--- config.mk ---
export PLATFORM = sky130hd
export DESIGN_NAME = controller_multicycle
export DESIGN_NICKNAME = d
export VERILOG_FILES = /design/src/rtl/controller_multicycle.sv
export SDC_FILE = /design/constraint.sdc
export NUM_CORES = 1
export LEC_CHECK = 0
export ABC_CLOCK_PERIOD_IN_PS = 2029
export CAP_MARGIN = 20
export CORE_UTILIZATION = 45
export DETAILED_ROUTE_END_ITERATION = 12
export GPL_ROUTABILITY_DRIVEN = 0
export PLACE_DENSITY = 0.77
export SYNTH_ARGS = -nofsm -noshare
export SYNTH_HDL_FRONTEND = slang
export SYNTH_SLANG_ARGS = --single-unit
--- constraint.sdc ---
create_clock -name clock -period 2.03 [get_ports clock]
set_input_delay 0.203 -clock clock [delete_from_list [all_inputs] [get_ports clock]]
set_output_delay 0.203 -clock clock [all_outputs]
set_load 0.02 [all_outputs]
--- src/rtl/controller_multicycle.sv ---
// Multicycle RV32I control FSM with memory-ready handshake, stall timeout and sticky fault.
// Define CONTROLLER_BRANCH_EXT_EN to add blt/bge/bltu/bgeu; otherwise those trap as illegal.
module controller_multicycle #(
    parameter bit          MEM_READY_USE  = 1'b1,
    parameter int unsigned TIMEOUT_CYCLES = 16
) (
    input  logic       clock,
    input  logic       reset,
    input  logic [6:0] opcode,
    input  logic [2:0] funct3,
    input  logic       funct7b5,
    input  logic       zero,
    input  logic       lt,
    input  logic       ltu,
    input  logic       mem_ready,
    output logic       mem_req,
    output logic       mem_write,
    output logic       adr_src,
    output logic       IR_write,
    output logic       PC_write,
    output logic       reg_write,
    output logic [1:0] result_src,
    output logic [1:0] ALU_src_A,
    output logic [1:0] ALU_src_B,
    output logic [2:0] imm_src,
    output logic [3:0] ALU_control,
    output logic       fault,
    output logic [1:0] fault_code
);
    localparam int CW = $clog2(TIMEOUT_CYCLES + 1);

    typedef enum logic [3:0] {
        S_FETCH, S_DECODE, S_MEM_ADR, S_MEM_READ, S_MEM_WB, S_MEM_WRITE,
        S_EXEC_R, S_EXEC_I, S_ALU_WB, S_BRANCH, S_JAL, S_JALR,
        S_JALR_LINK, S_U_TYPE, S_FAULT
    } state_t;

    state_t        state_q, state_d;
    logic [CW-1:0] cnt_q, cnt_d;
    logic [1:0]    code_q, code_d;

    logic       ready, waiting, br_legal, br_taken;
    logic       mreq, mwr, adr, irw, pcw, rw;
    logic [1:0] rsrc, src_a, src_b;
    logic [2:0] imm;
    logic [3:0] alu, alu_fn;

    assign ready = MEM_READY_USE ? mem_ready : 1'b1;

    always_comb begin
        unique case (funct3)
            3'b000:  alu_fn = (opcode[5] & funct7b5) ? 4'd1 : 4'd0;
            3'b001:  alu_fn = 4'd7;
            3'b010:  alu_fn = 4'd5;
            3'b011:  alu_fn = 4'd6;
            3'b100:  alu_fn = 4'd4;
            3'b101:  alu_fn = funct7b5 ? 4'd9 : 4'd8;
            3'b110:  alu_fn = 4'd3;
            default: alu_fn = 4'd2;
        endcase
    end

    always_comb begin
        br_taken = 1'b0;
        case (funct3)
            3'b000:  br_taken = zero;
            3'b001:  br_taken = ~zero;
`ifdef CONTROLLER_BRANCH_EXT_EN
            3'b100:  br_taken = lt;
            3'b101:  br_taken = ~lt;
            3'b110:  br_taken = ltu;
            3'b111:  br_taken = ~ltu;
`endif
            default: br_taken = 1'b0;
        endcase
    end

`ifdef CONTROLLER_BRANCH_EXT_EN
    assign br_legal = (funct3[2:1] != 2'b01);
`else
    assign br_legal = (funct3[2:1] == 2'b00);
`endif

    always_comb begin
        state_d = state_q;
        cnt_d   = cnt_q;
        code_d  = code_q;
        waiting = 1'b0;
        mreq    = 1'b0;
        mwr     = 1'b0;
        adr     = 1'b0;
        irw     = 1'b0;
        pcw     = 1'b0;
        rw      = 1'b0;
        rsrc    = 2'b00;
        src_a   = 2'b00;
        src_b   = 2'b00;
        imm     = 3'b000;
        alu     = 4'd0;
        unique case (state_q)
            S_FETCH: begin
                mreq = 1'b1;
                if (ready) begin
                    irw     = 1'b1;
                    pcw     = 1'b1;
                    src_b   = 2'b10;
                    rsrc    = 2'b10;
                    state_d = S_DECODE;
                end else begin
                    waiting = 1'b1;
                end
            end
            S_DECODE: begin
                src_a = 2'b01;
                src_b = 2'b01;
                imm   = 3'b010;
                case (opcode)
                    7'b0000011, 7'b0100011: state_d = S_MEM_ADR;
                    7'b0110011:             state_d = S_EXEC_R;
                    7'b0010011:             state_d = S_EXEC_I;
                    7'b1100011: begin
                        state_d = br_legal ? S_BRANCH : S_FAULT;
                        if (!br_legal) code_d = 2'b01;
                    end
                    7'b1101111:             state_d = S_JAL;
                    7'b1100111:             state_d = S_JALR;
                    7'b0110111, 7'b0010111: state_d = S_U_TYPE;
                    default: begin
                        state_d = S_FAULT;
                        code_d  = 2'b01;
                    end
                endcase
            end
            S_MEM_ADR: begin
                src_a   = 2'b10;
                src_b   = 2'b01;
                imm     = opcode[5] ? 3'b001 : 3'b000;
                state_d = opcode[5] ? S_MEM_WRITE : S_MEM_READ;
            end
            S_MEM_READ: begin
                mreq = 1'b1;
                adr  = 1'b1;
                if (ready) state_d = S_MEM_WB;
                else       waiting = 1'b1;
            end
            S_MEM_WB: begin
                rsrc    = 2'b01;
                rw      = 1'b1;
                state_d = S_FETCH;
            end
            S_MEM_WRITE: begin
                mreq = 1'b1;
                mwr  = 1'b1;
                adr  = 1'b1;
                if (ready) state_d = S_FETCH;
                else       waiting = 1'b1;
            end
            S_EXEC_R: begin
                src_a   = 2'b10;
                alu     = alu_fn;
                state_d = S_ALU_WB;
            end
            S_EXEC_I: begin
                src_a   = 2'b10;
                src_b   = 2'b01;
                alu     = alu_fn;
                state_d = S_ALU_WB;
            end
            S_ALU_WB: begin
                rw      = 1'b1;
                state_d = S_FETCH;
            end
            S_BRANCH: begin
                src_a   = 2'b10;
                alu     = 4'd1;
                pcw     = br_taken;
                state_d = S_FETCH;
            end
            S_JAL: begin
                src_a   = 2'b01;
                src_b   = 2'b10;
                pcw     = 1'b1;
                state_d = S_ALU_WB;
            end
            S_JALR: begin
                src_a   = 2'b10;
                src_b   = 2'b01;
                rsrc    = 2'b10;
                pcw     = 1'b1;
                state_d = S_JALR_LINK;
            end
            S_JALR_LINK: begin
                src_a   = 2'b01;
                src_b   = 2'b10;
                state_d = S_ALU_WB;
            end
            S_U_TYPE: begin
                src_a   = opcode[5] ? 2'b11 : 2'b01;
                src_b   = 2'b01;
                imm     = 3'b100;
                state_d = S_ALU_WB;
            end
            S_FAULT: state_d = S_FAULT;
            default: state_d = S_FETCH;
        endcase
        // A completing access in the deadline cycle beats the timeout
        if (waiting && MEM_READY_USE) begin
            if (cnt_q == CW'(TIMEOUT_CYCLES)) begin
                state_d = S_FAULT;
                code_d  = 2'b10;
            end else begin
                cnt_d = cnt_q + 1'b1;
            end
        end
        if (state_d != state_q) cnt_d = '0;
    end

    always_ff @(posedge clock) begin
        if (reset) begin
            state_q <= S_FETCH;
            cnt_q   <= '0;
            code_q  <= 2'b00;
        end else begin
            state_q <= state_d;
            cnt_q   <= cnt_d;
            code_q  <= code_d;
        end
    end

    assign mem_req     = ~reset & mreq;
    assign mem_write   = ~reset & mwr;
    assign adr_src     = ~reset & adr;
    assign IR_write    = ~reset & irw;
    assign PC_write    = ~reset & pcw;
    assign reg_write   = ~reset & rw;
    assign result_src  = reset ? 2'b00 : rsrc;
    assign ALU_src_A   = reset ? 2'b00 : src_a;
    assign ALU_src_B   = reset ? 2'b00 : src_b;
    assign imm_src     = reset ? 3'b000 : imm;
    assign ALU_control = reset ? 4'd0 : alu;
    assign fault       = ~reset & (state_q == S_FAULT);
    assign fault_code  = (reset || state_q != S_FAULT) ? 2'b00 : code_q;
endmodule
### After elaboration in Yosys (flattened, before gate mapping)

Index checks and enable logic that the tools add are counted.

| word-level totals | value |
|---|---|
| bits in registers | 11 |

| cells by class | value |
|---|---|
| equality and inequality tests | 32 |
| bitwise operators | 11 |
| $add $sub $neg | 1 |
| mux-type cells | 41 |
| reduce and logical (&&, ||, !) cells | 19 |

Operators by type and width:

| cell | count |
|---|---|
| $pmux W4 S7 | 2 |
| $pmux W4 S8 | 1 |
| $eq A4 B4 Y1 const B | 7 |
| $mux W4 | 6 |
| $eq A7 B6 Y1 const B | 3 |
| $eq A7 B7 Y1 const B | 3 |
| $mux W2 | 10 |
| $pmux W2 S3 | 3 |
| $eq A4 B3 Y1 const B | 4 |
| $reduce_or A2 Y1 | 8 |
| $reduce_or A5 Y1 | 3 |
| $eq A7 B5 Y1 const B | 2 |
| $mux W1 | 11 |
| $eq A3 B3 Y1 const B | 3 |
| $mux W3 | 3 |
| $pmux W3 S3 | 1 |
| $and A1 B1 Y1 | 8 |
| $eq A4 B2 Y1 const B | 2 |
| $pmux W4 S2 | 1 |
| $reduce_or A8 Y1 | 1 |
| $eq A7 B2 Y1 const B | 1 |
| $eq A3 B2 Y1 const B | 2 |
| $reduce_or A3 Y1 | 2 |
| $add A5 B1 Y5 const B | 1 |
| 14 further kinds | 16 |

### Longest topological paths before layout

Gate-level depths: netlist of the first run.

| depth | value |
|---|---|
| depth after elaboration | 8 |
| mapped depth | 7 |

### Least setup slack after synthesis of the first run

OpenSTA, ideal clock, no wires.

| timing | value |
|---|---|
| kind | register to output |
| from | reg state_q[2] |
| to | out ALU_control[3] |
| data arrival time | 1.728 ns |
| path slack | 0.099 ns |
| cell stages (with the launch flop) | 6 |
| path through | dfxtp_1 -> buf_2 -> clkbuf_1 -> nand2b_1 -> or3_1 -> nor3_1 |

| between the ends | value |
|---|---|
| word-level cells in the longest chain between the ends | 4 |
| elaborated cells between the ends (all ways) | 6 |
| classes of those cells | 3 x eq/ne; 2 x mux; 1 x reduce/logical |

RTL lines:

| what | RTL line | RTL |
|---|---|---|
| from (decl) | 38 | `state_t state_q, state_d;` |
| from (signal assigned) | 224 | `state_q <= state_d;` |
| $eq A4 B3 Y1 | 100 | `unique case (state_q)` |
| $reduce_or A2 Y1 (no source line) | -- |  |
| $pmux W4 S2 * | 100 |  |
| $mux W4 * | 240 | `assign ALU_control = reset ? 4'd0 : alu;` |
| to (decl) | 26 | `output logic [3:0] ALU_control,` |

Mark *: on every way between the ends. The rest lies on a longest branch, timed or not.

### Final worst setup path of the first run

| timing | value |
|---|---|
| from | reg state_q[2] |
| to | out mem_req |

| between the ends | value |
|---|---|
| word-level cells in the longest chain between the ends | 4 |
| elaborated cells between the ends (all ways) | 6 |
| classes of those cells | 2 x eq/ne; 1 x mux; 1 x bitwise; 2 x reduce/logical |

RTL lines:

| what | RTL line | RTL |
|---|---|---|
| $eq A4 B3 Y1, or another cell as far along | 100 |  |
| $reduce_or A3 Y1 (no source line) * | -- |  |
| $mux W1 * | 100 |  |
| $and A1 B1 Y1 * | 230 | `assign mem_req = ~reset & mreq;` |
| to (decl) | 16 | `output logic mem_req,` |

Marked as above.

==> flow_metrics.env, run 1 <==
export IMPL_synth_most_common_cell="nor2_1"
export IMPL_fp_coreArea_mm2=0.00257
export IMPL_drv_slew=0
export IMPL_synth_main_ff_cell="dfxtp_1"
export IMPL_firstDrtPassIters=4
export IMPL_worstPathBufferInverterCount=2
export IMPL_p_per_area_mw_per_mm2=564
export IMPL_maxCapViolCount=0
export IMPL_ff2ff_path_depth=7
export IMPL_worstSetupPathType="reg -> out"
export IMPL_dp_hpwl_um=2980
export IMPL_clk_pin_slew_ns=0.07
export IMPL_hp_class="reg -> reg"
export IMPL_crit_slowest_cell="dfxtp_2"
export IMPL_ys_warn_count=0
export IMPL_clk_path_buf_depth=2
export IMPL_numClockSinks=11
export IMPL_cts_root_buf="clkbuf_4"
export IMPL_crit_fanout=9
export IMPL_postCtsHoldBufs=0
export IMPL_fmax_mhz=509
export IMPL_die_area_mm2=0.00305
export IMPL_tritoncts="built"
export IMPL_crit_end="mem_req"
export IMPL_synth_seq_cells=11
export IMPL_diodes=0
export IMPL_grt_pass1_vias=1499
export IMPL_syn_cell_area_mm2=0.00128
export IMPL_start_util_pct=49.7
export IMPL_async_reset_ff_share_pct=0
export IMPL_grt_pass1_wl_um=6450
export IMPL_startpoint_type="flop"
export IMPL_rr_endpoint="cnt_q[2]"
export IMPL_htree_levels=1
export IMPL_slowest_delay_ns=0.36
export IMPL_critPathLaunch="state_q[2]"
export IMPL_die_width_um=55.3
export IMPL_antenna_found_initial=0
export IMPL_syn_num_nets=196
export IMPL_cts_made_buffers=3
export IMPL_cp_top_family="buffers and inverters"
export IMPL_wl_per_cell_um=14.3
export IMPL_syn_area_per_cell_um2=7.21
export IMPL_path_depth=5
export IMPL_fin_skew_ns=0.00848
export IMPL_yosysSeqAreaShare_pct=17.3
export IMPL_setup_worst_path_end_class="primary output"
export IMPL_cp_arrival_ns=1.76
export IMPL_placed_area_mm2=0.00185
export IMPL_io_buffers=36
export IMPL_worstMarginPinSlew_ns=0.362
export IMPL_die_h_um=55.3
export IMPL_drc=0
export IMPL_hold_slack_ns=0.484
export IMPL_num_rows=18
export IMPL_cp_required_ns=1.83
export IMPL_syn_inst=177
export IMPL_fin_util_pct=73.3
export IMPL_yosysUniqueCellTypes=51
export IMPL_area_delta_synth_final_pct=47.5
export IMPL_drive_above_1_share_pct=27.4
export IMPL_postCtsSetupBuffers=0
export IMPL_ys_top_cells_by_count="17 x nor2_1, 13 x clkbuf_1, 13 x nand2_1"
export IMPL_slew_limit_headroom_pct=75.8
export IMPL_postLayoutCellArea_mm2=0.00188
export IMPL_hold_path_depth=2
export IMPL_wl_um=3770
export IMPL_r2r_setup_slack_ns=0.11
export IMPL_grt_max_degree=11
export IMPL_netlist_area_leader_share_pct=17.3
export IMPL_synth_edf_count=0
export IMPL_regToRegStartpoint="state_q[1]"
export IMPL_vias=1539
export IMPL_yosys_top_cells_area="dfxtp_1 17%, nor2_1 5.0%, xor2_1 4.8%"
export IMPL_outcome="complete, no violations"
export IMPL_nets=254
export IMPL_drtAntennaViolNets=0
export IMPL_setup_violations=0
export IMPL_drtIter0Drc=38
export IMPL_finalCritPeriodShare_pct=96.7
export IMPL_via_per_inst=5.83
export IMPL_track_usage_pct=25.8
export IMPL_insertion_delay_ns=0.28
export IMPL_overflow=0
export IMPL_synth_area_leader_cell="dfxtp_1"
export IMPL_max_vdd_ir_drop_mv=0.605
export IMPL_power_leakage_uw=0.000834
export IMPL_p_total_uw=1060
export IMPL_io_pins=39
export IMPL_finalHoldViolations=0
export IMPL_crit_path_cell_trace="buf_4, xor2_2, mux2_2, nor3_1, dlygate4sd2_1"
export IMPL_post_route_min_period_ns=1.96
==> cells in the final DEF (no fill, tap or decap), types with 2 or more instances in the layout <==
cell type	Yosys	final
dlymetal6s2s_1	0	2
nor3_2	6	7
and3_1	2	2
nor2_1	17	17
buf_4	0	34
nand2_1	13	13
inv_1	6	6
nand4_1	2	2
nand2b_1	8	8
or3_1	3	3
nor3_1	10	9
and2_1	4	4
o31ai_1	3	2
a21oi_1	11	11
a211oi_1	2	2
dlygate4sd2_1	0	15
clkdlybuf4s50_1	0	13
nor2b_1	2	2
clkbuf_4	0	3
xor2_2	0	2
xor2_1	7	5
dfxtp_1	11	9
nand3b_1	3	3
clkbuf_2	0	4
a31oi_1	4	4
mux2i_1	2	2
ha_1	2	2
o21ai_0	10	10
nand3_1	5	5
xnor2_1	2	2
dfxtp_2	0	2
==> kinds of logic after synthesis <==
group | after synthesis | share of synthesized area, %
and+or+nand+nor | 86 | 39.4
AOI/OAI and AO/OA | 43 | 24.7
buffers and inverters | 23 | 8.04
DFF | 11 | 17.3
xor gates and xnor gates | 9 | 6.18
muxes | 3 | 2.45
adders and majority gates | 2 | 1.96
==> registers in the layout, indices dropped and copies added, names as in the netlist <==
register and cells:
cnt_q 5, state_q 4, code_q 2
==> final cells by class <==
type / count / area [um2]
fillers: 214 / 684
clock buffers: 4 / 26.3
inverters: 6 / 22.5
multi-input cells: 143 / 991
flip-flops and latches: 11 / 223
well taps: 30 / 37.5
repair buffers: 70 / 583
==> how the worst min path moves through the flow <==
stage	from	end	slack, ns
finish	code_q[1]	code_q[1]	0.48
global route	code_q[1]	code_q[1]	0.51
detailed placement	code_q[1]	code_q[1]	0.47
CTS	code_q[1]	code_q[1]	0.48
global placement	code_q[1]	code_q[1]	0.46
floorplan	code_q[1]	code_q[1]	0.44
==> report_power, final <==
group	switching (uW)	internal, uW	total, uW
clock	75.4	76.2	152
sequential	24.5	236	260
combinational	348	302	650
==> worst min-delay path, delay by kind of cell (launching register included) <==
family	cells	cell delay, ns
DFF	1	0.31
and+or+nand+nor	1	0.06
AOI/OAI and AO/OA	1	0.06
==> routing by layer <==
metal  vias to the layer above  wire, um  track usage (%)
li1                        744         -                -
met1                       721      1640             33.9
met2                        68      1840             42.5
met3                         6       247             3.98
met4                         0        46             9.64
met5                         -         0                0
==> per-stage QoR <==
step | worst slack (ns) | instances | TNS [ns]
5_1_grt | -0.00898 | 264 | -0.00898
6_report | 0.0664 | 264 | 0
3_3_place_gp | -0.205 | 260 | -1.22
3_5_place_dp | -0.258 | 260 | -1.92
2_1_floorplan | 0.0993 | 177 | 0
4_1_cts | 0.00165 | 264 | 0
==> repair_timing <==
item	CTS	global route
resized for setup	28	16
cloned	0	0
pin swaps	0	0
setup endpoints to repair	22	13
Note: power is estimated with default switching activity, not from simulation.
==> run 2, diff against run 1 <==
--- a/config.mk
+++ b/config.mk
@@ -5,12 +5,12 @@
 export SDC_FILE = /design/constraint.sdc
 export NUM_CORES = 1
 export LEC_CHECK = 0
-export ABC_CLOCK_PERIOD_IN_PS = 2029
-export CAP_MARGIN = 20
+export ABC_CLOCK_PERIOD_IN_PS = 2300
 export CORE_UTILIZATION = 45
 export DETAILED_ROUTE_END_ITERATION = 12
 export GPL_ROUTABILITY_DRIVEN = 0
 export PLACE_DENSITY = 0.77
+export REMOVE_ABC_BUFFERS = 1
 export SYNTH_ARGS = -nofsm -noshare
 export SYNTH_HDL_FRONTEND = slang
 export SYNTH_SLANG_ARGS = --single-unit
==> constraint.sdc (replaced) <==
create_clock -name clock -period 2.3 [get_ports clock]
set_input_delay 0.23 -clock clock [delete_from_list [all_inputs] [get_ports clock]]
set_output_delay 0.23 -clock clock [all_outputs]
set_load 0.02 [all_outputs]
==> run 2 against run 1 <==
Net effect:
- first-iteration DRC count fell by 24%
- total power down 17%
- clock power fell by 14%
- global-route usage down 2.7 points
- combinational power shrank 20%
- sequential cell count unchanged
- setup slack gained 0.037 ns
- critical path type unchanged
- critical endpoint is now imm_src[1]
==> flow_metrics.env, run 2 (same netlist as run 1, synthesis figures left out) <==
export IMPL_outcome="complete, no violations"
export IMPL_rr_endpoint="cnt_q[2]"
export IMPL_final_cell_mix="21 x clkdlybuf4s50_1, 18 x buf_4, 17 x nor2_1, 13 x nand2_1, 11 x a21oi_1"
export IMPL_largest_register_ffs=5
export IMPL_largest_register="cnt_q"
export IMPL_antenna_found_initial=0
export IMPL_ff2ff_path_depth=6
export IMPL_fp_coreArea_mm2=0.00257
export IMPL_io_buffers=36
export IMPL_cts_made_buffers=3
export IMPL_clk_pin_slew_ns=0.07
export IMPL_cts_root_buf="clkbuf_4"
export IMPL_setup_tns_ns=0
export IMPL_multiInputGateArea_um2=972
export IMPL_power_frac_clock_pct=14.8
export IMPL_area_delta_synth_final_pct=40.4
export IMPL_p_total_uw=884
export IMPL_seqPwrFrac_pct=26.7
export IMPL_slew_limit_headroom_pct=75.0
export IMPL_whs_endpoint="code_q[1]"
export IMPL_p_per_area_mw_per_mm2=493
export IMPL_postLayoutCellArea_mm2=0.00179
export IMPL_r2r_setup_slack_ns=0.27
export IMPL_hold_path_depth=2
export IMPL_num_rows=18
export IMPL_rsz0062_at_grt="false"
export IMPL_final_common_cell="clkdlybuf4s50_1"
export IMPL_numClockSinks=11
export IMPL_postCtsHoldBufs=0
export IMPL_slowest_delay_ns=0.62
export IMPL_wl_per_cell_um=13.8
export IMPL_cp_top_family="simple AND/OR/NAND/NOR gates"
export IMPL_worstPathBufferInverterCount=1
export IMPL_maxCapViolCount=0
export IMPL_p_sw_share_pct=42.1
export IMPL_startpoint_type="flop"
export IMPL_die_width_um=55.3
export IMPL_setup_worst_path_end_class="primary output"
export IMPL_track_usage_pct=23.1
export IMPL_grt_pass1_wl_um=5910
export IMPL_start_util_pct=49.7
export IMPL_regToRegStartpoint="state_q[0]"
export IMPL_finalHoldViolations=0
export IMPL_worstMarginPinSlew_ns=0.370
export IMPL_tritoncts="built"
export IMPL_fin_skew_ns=0.00388
export IMPL_placed_area_mm2=0.00173
export IMPL_finalWorstSetupSlack_ns=0.104
export IMPL_p_int_uw=512
export IMPL_fmax_mhz=455
export IMPL_drive_above_1_share_pct=18.8
export IMPL_min_from="code_q[1]"
export IMPL_insertion_delay_ns=0.27
export IMPL_drtAntennaViolNets=0
export IMPL_die_h_um=55.3
export IMPL_reg_largest_list="cnt_q x5, state_q x4, code_q x2"
export IMPL_die_area_mm2=0.00305
export IMPL_drtIter0Drc=29
export IMPL_pwr_share_comb_pct=58.5
export IMPL_drc=0
export IMPL_grt_max_degree=18
export IMPL_max_vdd_ir_drop_mv=0.466
export IMPL_fillCellCount=219
export IMPL_post_route_min_period_ns=2.20
export IMPL_finalCritPeriodShare_pct=95.5
export IMPL_placed_cells=244
export IMPL_dp_hpwl_um=2780
export IMPL_via_per_inst=5.65
export IMPL_overflow=0
export IMPL_hp_class="reg -> reg"
export IMPL_worstSetupPathType="reg -> out"
export IMPL_io_pins=39
export IMPL_cp_arrival_ns=1.97
export IMPL_vias=1402
export IMPL_nets=238
export IMPL_firstDrtPassIters=4
export IMPL_htree_levels=1
export IMPL_wl_um=3430
export IMPL_setup_violations=0
export IMPL_preCtsSetupSlack_ns=0.0419
export IMPL_power_leakage_uw=0.000835
export IMPL_grt_pass1_vias=1372
export IMPL_crit_path_cell_trace="or4b_4, nor2_1, clkdlybuf4s50_1"
export IMPL_clk_path_buf_depth=2
export IMPL_power_switching_uw=372
export IMPL_cp_required_ns=2.07
export IMPL_crit_slowest_cell="clkdlybuf4s50_1"
export IMPL_final_cells=248
export IMPL_drv_slew=0
export IMPL_crit_fanout=6
export IMPL_seqCellArea_um2=223
export IMPL_diodes=0
run 2: per-stage QoR:
step | hold slack [ns] | util (%)
4_1_cts | 0.475 | 68.4
3_3_place_gp | 0.454 | 67.3
6_report | 0.472 | 69.8
2_1_floorplan | 0.299 | -
3_5_place_dp | 0.465 | 67.3
5_1_grt | 0.505 | 69.8
run 2: worst max-delay path by stage:
stage,startpoint,to,slack (ns),depth (start not counted)
finish,state_q[0],imm_src[1],0.10,3
global route,state_q[0],imm_src[1],0.01,3
CTS,state_q[0],IR_write,0.02,4
detailed placement,funct3[0],ALU_control[0],0.04,7
global placement,funct3[0],ALU_control[0],0.06,7
floorplan,state_q[3],fault_code[0],0.26,3
run 2: power by group through the flow:
stage | registers [uW] | logic [uW] | clock network [uW]
2_1_floorplan | 262 | 287 | 0
3_3_place_gp | 237 | 504 | 0
3_5_place_dp | 238 | 520 | 0
4_1_cts | 236 | 515 | 138
5_1_grt | 239 | 560 | 147
6_report | 236 | 517 | 131
run 2: metal layers:
metal,part of all wire (%),wire [um],global-route usage [%],up-vias
li1,-,-,-,718
met1,41,1390,28.0,648
met2,55,1880,42.5,34
met3,4.2,143,5.15,2
met4,0.23,8,2.86,0
met5,0,0,0,-
run 2: what timing repair did:
action                                  in CTS  in global routing
gates resized for setup                      9                 11
endpoints found under the setup margin      12                 12
setup buffers                                0                  0
run 2: worst register-to-register path, stage by stage (launching register included):
cell and delay, ns:
dfxtp_1 0.45, buf_4 0.25, or4b_1 0.47, o22ai_2 0.29
nand2_1 0.20, o2111ai_4 0.17, nor3_2 0.08
run 2: layout make-up:
class | count | area share (%)
sequential | 11 | 12.4
timing repair buffer | 54 | 28.5
inverter | 6 | 1.26
tap | 30 | 2.09
multi-input combinational | 143 | 54.3
clock buffer | 4 | 1.47
